`src/rtl/multicycle_control_pkg.sv`:
```
// Shared definitions for the multicycle MIPS controller: opcodes, select codes,
// state encodings and the control-word layout.
package multicycle_control_pkg;

  localparam logic [5:0] OP_RTYPE = 6'b000000;
  localparam logic [5:0] OP_LW    = 6'b100011;
  localparam logic [5:0] OP_SW    = 6'b101011;
  localparam logic [5:0] OP_BEQ   = 6'b000100;
  localparam logic [5:0] OP_ADDI  = 6'b001000;
  localparam logic [5:0] OP_J     = 6'b000010;

  localparam logic [1:0] ALUOP_ADD = 2'b00;
  localparam logic [1:0] ALUOP_SUB = 2'b01;
  localparam logic [1:0] ALUOP_R   = 2'b10;

  localparam logic [1:0] SRCB_B      = 2'b00;
  localparam logic [1:0] SRCB_FOUR   = 2'b01;
  localparam logic [1:0] SRCB_IMM    = 2'b10;
  localparam logic [1:0] SRCB_IMM_SH = 2'b11;

  localparam logic [1:0] PCSRC_ALU    = 2'b00;
  localparam logic [1:0] PCSRC_ALUOUT = 2'b01;
  localparam logic [1:0] PCSRC_JUMP   = 2'b10;

  typedef enum logic [3:0] {
    S_FETCH  = 4'd0,
    S_DECODE = 4'd1,
    S_MEMADR = 4'd2,
    S_MEMRD  = 4'd3,
    S_MEMWB  = 4'd4,
    S_MEMWR  = 4'd5,
    S_EXEC   = 4'd6,
    S_ALUWB  = 4'd7,
    S_BRANCH = 4'd8,
    S_JUMP   = 4'd9,
    S_ADDIEX = 4'd10,
    S_ADDIWB = 4'd11
  } state_t;

  typedef struct packed {
    logic       pc_write;
    logic       pc_write_cond;
    logic       iord;
    logic       mem_read;
    logic       mem_write;
    logic       ir_write;
    logic       memto_reg;
    logic       reg_dst;
    logic       reg_write;
    logic       alu_src_a;
    logic [1:0] alu_src_b;
    logic [1:0] alu_op;
    logic [1:0] pc_source;
    logic       illegal;
  } ctl_t;

  function automatic logic legal_opcode(input logic [5:0] op);
    return (op == OP_RTYPE) || (op == OP_LW) || (op == OP_SW) ||
           (op == OP_BEQ) || (op == OP_ADDI) || (op == OP_J);
  endfunction

endpackage

```
`src/rtl/mc_next_state.sv`:
```
// Combinational next-state function of the multicycle controller.
module mc_next_state
  import multicycle_control_pkg::*;
#(
  parameter bit MEM_HANDSHAKE = 1'b1
) (
  input  state_t     state,
  input  logic [5:0] opcode,
  input  logic       mem_ready,
  output state_t     next
);

  logic ready;
  assign ready = MEM_HANDSHAKE ? mem_ready : 1'b1;

  always_comb begin
    next = S_FETCH;
    case (state)
      S_FETCH:  next = ready ? S_DECODE : S_FETCH;
      S_DECODE: begin
        case (opcode)
          OP_LW, OP_SW: next = S_MEMADR;
          OP_RTYPE:     next = S_EXEC;
          OP_BEQ:       next = S_BRANCH;
          OP_ADDI:      next = S_ADDIEX;
          OP_J:         next = S_JUMP;
          default:      next = S_FETCH;
        endcase
      end
      S_MEMADR: begin
        if (opcode == OP_LW)      next = S_MEMRD;
        else if (opcode == OP_SW) next = S_MEMWR;
        else                      next = S_FETCH;
      end
      S_MEMRD:  next = ready ? S_MEMWB : S_MEMRD;
      S_MEMWR:  next = ready ? S_FETCH : S_MEMWR;
      S_EXEC:   next = S_ALUWB;
      S_ADDIEX: next = S_ADDIWB;
      default:  next = S_FETCH;
    endcase
  end

endmodule

```
`src/rtl/multicycle_control.sv`:
```
// Moore controller for the multicycle MIPS datapath: state register, retired
// instruction counter and per-state control decode.
module multicycle_control
  import multicycle_control_pkg::*;
#(
  parameter bit MEM_HANDSHAKE = 1'b1,
  parameter int INSTRET_W     = 32
) (
  input  logic                 clk,
  input  logic                 reset,
  input  logic [5:0]           Opcode,
  input  logic                 Zero,
  input  logic                 MemReady,
  output logic                 PCWrite,
  output logic                 PCWriteCond,
  output logic                 PCEn,
  output logic                 IorD,
  output logic                 MemRead,
  output logic                 MemWrite,
  output logic                 IRWrite,
  output logic                 MemtoReg,
  output logic                 RegDst,
  output logic                 RegWrite,
  output logic                 ALUSrcA,
  output logic [1:0]           ALUSrcB,
  output logic [1:0]           ALUOp,
  output logic [1:0]           PCSource,
  output logic                 Illegal,
  output logic [3:0]           State,
  output logic [INSTRET_W-1:0] InstRet
);

  // Memory handshake: a FETCH/MEMRD/MEMWR access is held (strobes steady)
  // until MemReady is high in the same cycle; that edge completes the access.
  state_t state;
  state_t next;
  logic   hold;
  logic   ready;
  logic   retire;
  ctl_t   ctl;

  assign ready = MEM_HANDSHAKE ? MemReady : 1'b1;

  mc_next_state #(.MEM_HANDSHAKE(MEM_HANDSHAKE)) u_next (
    .state     (state),
    .opcode    (Opcode),
    .mem_ready (MemReady),
    .next      (next)
  );

  // hold keeps outputs quiet and the FSM parked for the first cycle after
  // reset deasserts, so no write strobe can fire on a half-settled datapath.
  always_ff @(posedge clk or posedge reset) begin
    if (reset) begin
      state   <= S_FETCH;
      hold    <= 1'b1;
      InstRet <= '0;
    end else begin
      hold <= 1'b0;
      if (!hold) begin
        state <= next;
        if (retire) InstRet <= InstRet + {{(INSTRET_W-1){1'b0}}, 1'b1};
      end
    end
  end

  always_comb begin
    case (state)
      S_MEMWB, S_ALUWB, S_BRANCH, S_JUMP, S_ADDIWB: retire = 1'b1;
      S_MEMWR: retire = ready;
      default: retire = 1'b0;
    endcase
  end

  always_comb begin
    ctl = '0;
    case (state)
      S_FETCH: begin
        ctl.mem_read  = 1'b1;
        ctl.alu_src_b = SRCB_FOUR;
        ctl.alu_op    = ALUOP_ADD;
        ctl.pc_source = PCSRC_ALU;
        ctl.ir_write  = ready;
        ctl.pc_write  = ready;
      end
      S_DECODE: begin
        ctl.alu_src_b = SRCB_IMM_SH;
        ctl.alu_op    = ALUOP_ADD;
        ctl.illegal   = !legal_opcode(Opcode);
      end
      S_MEMADR, S_ADDIEX: begin
        ctl.alu_src_a = 1'b1;
        ctl.alu_src_b = SRCB_IMM;
        ctl.alu_op    = ALUOP_ADD;
      end
      S_MEMRD: begin
        ctl.mem_read = 1'b1;
        ctl.iord     = 1'b1;
      end
      S_MEMWB: begin
        ctl.reg_write = 1'b1;
        ctl.memto_reg = 1'b1;
      end
      S_MEMWR: begin
        ctl.mem_write = 1'b1;
        ctl.iord      = 1'b1;
      end
      S_EXEC: begin
        ctl.alu_src_a = 1'b1;
        ctl.alu_src_b = SRCB_B;
        ctl.alu_op    = ALUOP_R;
      end
      S_ALUWB: begin
        ctl.reg_write = 1'b1;
        ctl.reg_dst   = 1'b1;
      end
      S_BRANCH: begin
        ctl.alu_src_a     = 1'b1;
        ctl.alu_src_b     = SRCB_B;
        ctl.alu_op        = ALUOP_SUB;
        ctl.pc_write_cond = 1'b1;
        ctl.pc_source     = PCSRC_ALUOUT;
      end
      S_JUMP: begin
        ctl.pc_write  = 1'b1;
        ctl.pc_source = PCSRC_JUMP;
      end
      S_ADDIWB: ctl.reg_write = 1'b1;
      default: ;
    endcase
    if (reset || hold) ctl = '0;
  end

  assign PCWrite     = ctl.pc_write;
  assign PCWriteCond = ctl.pc_write_cond;
  assign PCEn        = ctl.pc_write | (ctl.pc_write_cond & Zero);
  assign IorD        = ctl.iord;
  assign MemRead     = ctl.mem_read;
  assign MemWrite    = ctl.mem_write;
  assign IRWrite     = ctl.ir_write;
  assign MemtoReg    = ctl.memto_reg;
  assign RegDst      = ctl.reg_dst;
  assign RegWrite    = ctl.reg_write;
  assign ALUSrcA     = ctl.alu_src_a;
  assign ALUSrcB     = ctl.alu_src_b;
  assign ALUOp       = ctl.alu_op;
  assign PCSource    = ctl.pc_source;
  assign Illegal     = ctl.illegal;
  assign State       = state;

endmodule
```
`config.mk`:
```
export PLATFORM = sky130hd
export DESIGN_NAME = multicycle_control
export DESIGN_NICKNAME = d
export VERILOG_FILES = /design/src/rtl/multicycle_control_pkg.sv /design/src/rtl/mc_next_state.sv /design/src/rtl/multicycle_control.sv
export SDC_FILE = /design/constraint.sdc
export NUM_CORES = 1
export LEC_CHECK = 0
export CAP_MARGIN = 40
export CORE_MARGIN = 3
export CORE_UTILIZATION = 46
export DETAILED_ROUTE_END_ITERATION = 12
export PLACE_DENSITY = 0.87
export SYNTH_ARGS = -nofsm -noshare
export SYNTH_HDL_FRONTEND = slang
export SYNTH_SLANG_ARGS = --single-unit
```
`constraint.sdc`:
```
create_clock -name clk -period 3.18 [get_ports clk]
set_input_delay 0.318 -clock clk [delete_from_list [all_inputs] [get_ports clk]]
set_output_delay 0.318 -clock clk [all_outputs]
set_load 0.01 [all_outputs]
```
== Word level (Yosys, flattened, before mapping) ==
Cells that the tools add are included.

* Register bits: 37
* Input bits: 10
* Output and inout bits: 54

* Mux-type cells: 22
* Eq/ne operators: 16
* Bitwise gates (word level): 3
* Reduce and logical (&&, ||, !) cells: 17
* $add $sub $neg: 1

{| class="wikitable"
|+ Operators by type and width
! kind !! count
|-
| $pmux W4 S5 || 2
|-
| $add A32 B1 Y32 const B || 1
|-
| $pmux W4 S7 || 1
|-
| $mux W17 || 1
|-
| $eq A4 B3 Y1 const B || 4
|-
| $eq A4 B4 Y1 const B || 4
|-
| $eq A6 B6 Y1 const B || 2
|-
| $mux W1 || 11
|-
| $mux W3 || 3
|-
| $eq A4 B2 Y1 const B || 2
|-
| $reduce_or A2 Y1 || 4
|-
| $eq A6 B2 Y1 const B || 1
|-
| $eq A6 B3 Y1 const B || 1
|-
| $eq A6 B4 Y1 const B || 1
|-
| $logic_not A6 Y1 || 1
|-
| $logic_or A1 B1 Y1 || 6
|-
| $reduce_or A5 Y1 || 1
|-
| $eq A4 B1 Y1 const B || 1
|-
| $logic_not A4 Y1 || 1
|-
| $mux W4 || 1
|-
| $pmux W1 S2 || 2
|-
| $pmux W2 S2 || 1
|-
| $reduce_or A4 Y1 || 1
|-
| $reduce_or A3 Y1 || 1
|-
| 5 further kinds || 5
|}

== Longest topological paths before layout ==
* Depth in word-level cells: 11
* Mapped depth: 8
* Depth with buffers taken out: 6

== Cells and area by module ==
Synthesis repeated with hierarchy kept, for this count alone.

* Cell total of the unflattened synthesis: 230
* Area, all modules: 2194.6 sq um

{| class="wikitable"
|+ Modules (own cells, without submodules)
! module !! area an instance (sq um) !! sequential area each (sq um) !! times used !! cells each
|-
| multicycle_control || 1971.9 || 927.1 || 1 || 195
|-
| mc_next_state || 222.7 || 0.0 || 1 || 35
|}

== Worst setup path before layout ==
OpenSTA, ideal clock, no wires.

* Path type: input to output
* Start: input port reset
* End: output port PCEn
* Data required time: 2.862 ns
* Data arrival time: 1.983 ns
* Stages on the path: 4
* Slack: 0.879 ns
* Path through: inv_1 -> nand3_1 -> nor3_1 -> a21o_1

* Word-level cells in the longest chain between the ends: 4

{| class="wikitable"
|+ Ends and longest elaborated chain
! what !! line !! source
|-
| from (decl) || multicycle_control.sv:10 || <nowiki>input logic reset,</nowiki>
|-
| $logic_or A1 B1 Y1 || multicycle_control.sv:131 || <nowiki>if (reset || hold) ctl = '0;</nowiki>
|-
| $mux W17 || multicycle_control.sv:131 ||
|-
| net PCWriteCond || multicycle_control.sv:15 || <nowiki>output logic PCWriteCond,</nowiki>
|-
| $and A1 B1 Y1 || multicycle_control.sv:136 || <nowiki>assign PCEn = ctl.pc_write | (ctl.pc_write_cond & Zero);</nowiki>
|-
| $or A1 B1 Y1 || multicycle_control.sv:136 ||
|-
| to (decl) || multicycle_control.sv:16 || <nowiki>output logic PCEn,</nowiki>
|}

The timed path passes the listed nets, and every way through them passes these cells.

== Worst setup path in the final report ==
* Start: register state[3], in the netlist State[3]
* End: output port PCEn

* Word-level cells in the longest chain between the ends: 5
* Elaborated cells between the ends (all ways): 8
* Those cells by class: eq/ne: 2; mux: 3; bitwise: 2; reduce/logical: 1

{| class="wikitable"
|+ Ends and longest elaborated chain
! what !! line !! source
|-
| from (decl) || multicycle_control.sv:35 || <nowiki>state_t state;</nowiki>
|-
| from (signal assigned) || multicycle_control.sv:61 || <nowiki>state <= next;</nowiki>
|-
| $eq A4 B4 Y1 || multicycle_control.sv:77 || <nowiki>case (state)</nowiki>
|-
| $mux W1 || multicycle_control.sv:77 ||
|-
| $mux W17 (*) || multicycle_control.sv:131 ||
|-
| $and A1 B1 Y1 || multicycle_control.sv:136 ||
|-
| $or A1 B1 Y1 (*) || multicycle_control.sv:136 ||
|}

Every way passes the cells marked *; elsewhere a longest branch is shown, timed or not.

==> summary.md <==
| Metric | Value |
|---|---|
| Outcome | finished clean |
| Clock sinks | 37 |
| DRC Markers | 0 |
| Final worst slack | 0.4111 ns |
| Global-route wire length before repair | between 8 and 9 mm |
| Post-layout net count | slightly above 300 |
| Final hold vios | 0 |
| Power Dens Cells | around 360 nW/µm² |
| Starting Density | 0.4847 |
| Clk_lat worst skew | 0.28 ns |
| Pre-CTS setup slack | roughly 0.53 ns |
| Commonest cells after routing, fill and taps aside | clkdlybuf4s50_1 (63), dfrtp_1 (36), nand2_1 (23) |
| Die Wd | roughly 74 µm |
| TritonCTS buffer count | 5 |
| Minimum clock period | approximately 2.8 ns |
| Largest net degree at the start of global routing | 38 |
| Design Area, Final | ~2900 µm² |
| Routed len/inst | between 10 and 15 µm |
| Initial antenna violation count | 0 |
| IO buf count | between 60 and 70 |
| I/O Pins | 64 |
| 1st-pass router iterations | 4 |
| Setup Skew | about 0.0052 ns |
| Leakage | 0.001212 µW |
| Worst Setup End Kind | primary output |
| Die height | roughly 74 µm |
| Max clock buf depth | 2 |
| Cell variety after synth | 43 |
| CTS tree | yes |
| Hold-fix buffers, CTS | 0 |
| CORE AREA | about 4400 µm² |
| Crit share post-route | 0.8707 |
| Clock slew at reported path FFs | roughly 0.070 ns |
| Final setup viols | 0 |
| Worst Path Arrival | 2.45 ns |
| Max cap viols | 0 |
| GRT Util Overall | 0.1860 |
| CP Launch Type | flip-flop |
| Number of global-route vias before repair | 1744 |
| RSZ-0062 raised after global routing | no |
| Worst endpoint required time | about 2.9 ns |
| Sequential fraction of the synthesis area | 0.4333 |
| WL final | just under 5 mm |
| Gpl congestion | between 0.8 and 0.9 |
| Syn-to-layout area delta | 33.45% |
| Grt ovf | 0 |
| DR vias/cell | roughly 5.5 |
| Worst Hold Class | reg2reg |
| Final HPWL DP | around 3.6 mm |
| Number of inserted diodes | 0 |
| Hold depth | 1 |
| #FFs+latches synth | 37 |
| Die area | 5506 µm² |
| Most common cell after layout, fill and taps aside | clkdlybuf4s50_1 |
| Row cnt | 24 |
| Critical Path Fanout Max | 16 |
| Fin Setup TNS | 0 ns |
| Syn Inst Count | roughly 240 |
| DP Area | roughly 2800 µm² |
| Netlist Area Pre-Place | 2140 µm² |
| YS warnings | 0 |
| Layout cells sized above 1 | 0.05424 |
| Peak VDD IR | approximately 0.25 mV |
| Max Slew Vio Count | 0 |
| F_max | 361.2 MHz |
| Detail Route Antenna Nets | 0 |
| Critical path type | reg2out |
| # Post-CTS Setup Buffers | 0 |
| Worst Max-Slew Pin Slew | 0.6643 ns |
| Mean post-synth cell area | 9.104 µm² |
| R2R depth | 5 |
| Initial DRC Count | 100 |
| Normalized max-slew margin | 0.5552 |
| Post_cts resized | 0 |
| Clk root buf | clkbuf_8 |
| Vias | about 1.9k |
| Htree depth | 2 |
| Syn Nets | 246 |
layer usage:
| metal | part of all wire | track usage |
|---|---|---|
| met1 | 0.45 | 0.2432 |
| met4 | 0.011 | 0.06036 |
| met2 | 0.50 | 0.3100 |
| met5 | 0 | 0 |
| met3 | 0.033 | 0.03649 |
cells in the mapped netlist:
library cell | count | area, µm²
a211oi_1 | 1 | 7.510
and4_1 | 2 | 17.52
nor4b_4 | 1 | 23.77
xnor2_1 | 18 | 157.7
or3_1 | 3 | 18.77
or3_4 | 1 | 11.26
and2_1 | 2 | 12.51
dfstp_2 | 1 | 26.28
dfrtp_1 | 36 | 900.9
a2111oi_0 | 1 | 8.760
o211ai_1 | 1 | 7.510
nor3_1 | 22 | 110.1
a21o_1 | 1 | 7.510
nor4_1 | 7 | 43.79
o32a_1 | 1 | 10.01
mux2_2 | 1 | 11.26
or2_2 | 2 | 12.51
buf_2 | 2 | 10.01
inv_1 | 5 | 18.77
buf_4 | 2 | 15.01
o311a_1 | 1 | 10.01
nand3_1 | 16 | 80.08
and3_1 | 5 | 31.28
o31a_1 | 1 | 8.760
a41oi_1 | 1 | 8.760
nor2b_1 | 1 | 6.260
conb_1 | 1 | 3.750
nor4_4 | 1 | 21.27
o21ai_0 | 6 | 30.03
a21oi_1 | 5 | 25.02
nor2_1 | 22 | 82.58
buf_1 | 1 | 3.750
buf_6 | 2 | 22.52
nand2_1 | 23 | 86.33
nand4_1 | 8 | 50.05
a211o_1 | 1 | 8.760
nand2b_1 | 4 | 25.02
ha_1 | 1 | 12.51
o22ai_1 | 1 | 6.260
nor2b_4 | 1 | 13.76
clkbuf_1 | 5 | 18.77
a31oi_1 | 2 | 12.51
xor2_1 | 16 | 140.1
final timing paths:
check,slack (ns),to,startpoint
setup / recovery,0.41,PCEn,State[3]
max in group asynchronous,2.22,hold,reset
min in group asynchronous,0.61,State[3],reset
setup reg to reg,0.70,InstRet[22],State[0]
hold reg to reg,0.49,InstRet[30],InstRet[30]
hold / removal,0.49,InstRet[30],InstRet[30]
power breakdown:
group / switching (µW) / total (µW) / internal [µW]
combinational: 87.7 / 192 / 104
sequential: 49.2 / 542 / 493
clock: 153 / 305 / 152
state kept, by name, indices dropped and copies added (netlist names):
| signal | count |
|---|---|
| InstRet | 32 |
| State | 4 |
| hold | 1 |
critical path, cell delays in order (launching register included):
cell and delay (ns):
dfrtp_1 0.56, nor3_1 0.36, nand2b_1 0.17, nor4_1 0.29, or2_2 0.19, a21o_1 0.08
clkdlybuf4s50_1 0.52
through the flow:
stage,util,hold WS (ns),cells,total power (µW)
after global routing,0.6468,0.5253,347,1098
after floorplan,-,0.5056,235,646.9
after global placement,0.6281,0.4615,339,736.6
after detailed placement,0.6281,0.4824,339,745.3
final,0.6468,0.4894,347,1038
after CTS,0.6468,0.4925,347,1050
kinds of logic (layout without fill, tap and decap cells):
family | after synthesis | in the layout | synth area share
AND/OR/NAND/NOR | 121 | 121 | 0.3023
flip-flops | 37 | 37 | 0.4333
XOR/XNOR | 34 | 34 | 0.1392
AO/OA/AOI/OAI | 23 | 23 | 0.07077
buffers and inverters | 17 | 77 | 0.04152
adder cells (fa/ha/maj) | 1 | 1 | 0.005847
other | 1 | 1 | 0.001753
multiplexers | 1 | 1 | 0.005263
area by class of cell:
| cell class | count | area, µm² |
|---|---|---|
| inverters | 5 | 18.77 |
| clock buffers | 6 | 72.57 |
| multi-input cells | 181 | 1124 |
| fillers | 369 | 1559 |
| repair buffers | 64 | 638.1 |
| flip-flops and latches | 37 | 927.1 |
| clock inverters | 2 | 10.01 |
| well taps | 52 | 65.06 |
(Power assumes the default switching activity.)
==> RTL change, RTL diff (same settings) <==
Change the parameter `INSTRET_W` from 32 to 28.
--- a/src/rtl/multicycle_control.sv
+++ b/src/rtl/multicycle_control.sv
@@ -4,7 +4,7 @@
   import multicycle_control_pkg::*;
 #(
   parameter bit MEM_HANDSHAKE = 1'b1,
-  parameter int INSTRET_W     = 32
+  parameter int INSTRET_W     = 28
 ) (
   input  logic                 clk,
   input  logic                 reset,
Ports: changed (resized InstRet); port bits go from 64 to 60. The function was not compared with the original's and may differ.
==> RTL change against the original RTL <==
- sequential cell count is 4 lower
- setup slack better by 0.21 ns
- sequential share of layout area is 1.9 points lower
- count of clock-buffer cells in the layout is 1 higher
- design area is 5.3% lower
- total power is 7.6% lower
- synthesized area is 4.6% lower
- wire length is 0.45% higher
- largest power group unchanged
==> RTL change: results (changes against the original RTL) <==
qor: min_path.holdCritStartpoint InstRet[27]
qor: drt.dr.first_iter.drc_count 146 [+46%]
qor: cells_and_area.largest_reg_flops 28 [-13%]
qor: critical_path.worst_r2r_path_depth 5 [unchanged]
qor: drt.wirelength 4.96 mm [+0.45%]
qor: critical_path.critical_path_peak_fanout 19 [+3]
qor: logic_synthesis.synth_xor_area_frac 0.124 [-0.0147]
qor: power_and_ir_drop.worst_supply_voltage_drop_on_vdd 298 uV [+19%]
qor: sta.worst_slew_margin_relative_to_its_limit 0.480 [-0.0755]
qor: global_route.pin_count_of_the_biggest_net_entering_global_routing 21 [-45%]
qor: global_route.grt_use_met3 0.0468 [+0.0103]
qor: logic_synthesis.ys_top_cells_by_area dfrtp_1 39%, xor2_1 8.2%, nor3_1 4.9%, nand2_1 4.8%, xnor2_1 4.3%
qor: drt.vias 1,824 [-3.6%]
qor: cells_and_area.non_filler_instance_count_after_layout 331 [-4.6%]
qor: global_route.grt_util_all_layers 0.202 [+0.0156]
qor: cells_and_area.num-fill-cells 350 [-5.1%]
qor: placed_design.routabilityCongestion 0.813 [-3.8%]
qor: logic_synthesis.synthesized_area_fraction_occupied_by_adder_cells 0.00613 [+0.000283]
qor: critical_path.arrival 2.24 ns [-0.21 ns]
qor: logic_synthesis.synth_area_per_cell 8.95 um2 [-1.7%]
qor: global_route.gr-usage-met2 0.332 [+0.0216]
qor: critical_path.setup.reg_to_reg.worst_slack 0.86 ns [+0.16 ns]
qor: logic_synthesis.syn_nets 239 [-2.8%]
qor: drt.routed-wl-met3 175 um [+6.7%]
qor: drt.drt-met1-wl 2.18 mm [-2.4%]
qor: cells_and_area.area.growth.synth_to_final 32.4%
qor: logic_synthesis.synth_top_cell_area_share 0.392 [-0.0287]
qor: critical_path.r2r_end InstRet[24]
qor: drt.met2_wire_len 2.51 mm [+1.1%]
qor: logic_synthesis.synth_compound_gate_area_share 0.0736 [+0.00281]
qor: placed_design.placed_area 2620 um2 [-5.6%]
qor: sta.period_share 0.805 [-0.0654]
qor: cells_and_area.layout.nets 292 [-4.3%]
qor: critical_path.worst_setup_path_endpoint ALUSrcB[1]
qor: logic_synthesis.ys_seq_area_frac 0.405 [-0.0281]
qor: placed_design.dpl.cell_count 324 [-4.4%]
qor: placed_design.post_detail_place_hpwl 3.54 mm [-2.3%]
qor: logic_synthesis.synth.lib_cells_used.distinct 44 [+2.3%]
qor: logic_synthesis.post_synth_most_frequent_cells 32 x dfrtp_1, 26 x nand2_1, 20 x nor3_1
qor: run_status.outcome complete, no violations
qor: logic_synthesis.mux_share_of_post_synthesis_cell_area 0 [-0.00526]
qor: critical_path.crit_path_max_incr_delay 0.69 ns [+0.13 ns]
qor: cells_and_area.post_route_cells_drive_above_1_share 0.0641 [+0.00982]
qor: placed_design.numPortBuffers 59 [-6.3%]
qor: global_route.global_route_wire_length_before_repair 8.45 mm [+4.6%]
qor: critical_path.critPathLaunch State[0]
qor: sta.fin_worst_skew 0.00876 ns [+0.00353 ns]
==> RTL change: changes by cell type after synthesis, moves of 3 or more <==
cell      change
and3_1        -3
dfrtp_1       -4
inv_1         +3
nand2_1       +3
nand2b_1      -4
nand3_1       -5
nand4_1       -4
nand4b_1      +3
nor2_1        -5
o21ai_0       +5
xnor2_1       -8
xor2_1        +3
==> RTL change: where the power goes <==
group | internal, W | switching, W | leakage, nW
sequential | 0.000438 | 0.0000412 | 0.422
combinational | 0.0000838 | 0.0000785 | 0.715
clock | 0.000172 | 0.000146 | 0.0443
total | 0.000694 | 0.000266 | 1.18
==> RTL change: critical path, delay by kind of cell, from the launching register on <==
kind                   cells  cell delay [ns]
AOI/OAI and AO/OA          1             0.18
buffers and inverters      1             0.53
DFF                        1             0.69
and+or+nand+nor            2             0.56
==> RTL change: layout make-up <==
class                   instances  area share
well taps                      50      0.0231
repair buffers                 61       0.224
inverters                       8      0.0111
clock buffers                   7      0.0319
flip-flops and latches         33       0.306
multi-input cells             172       0.404
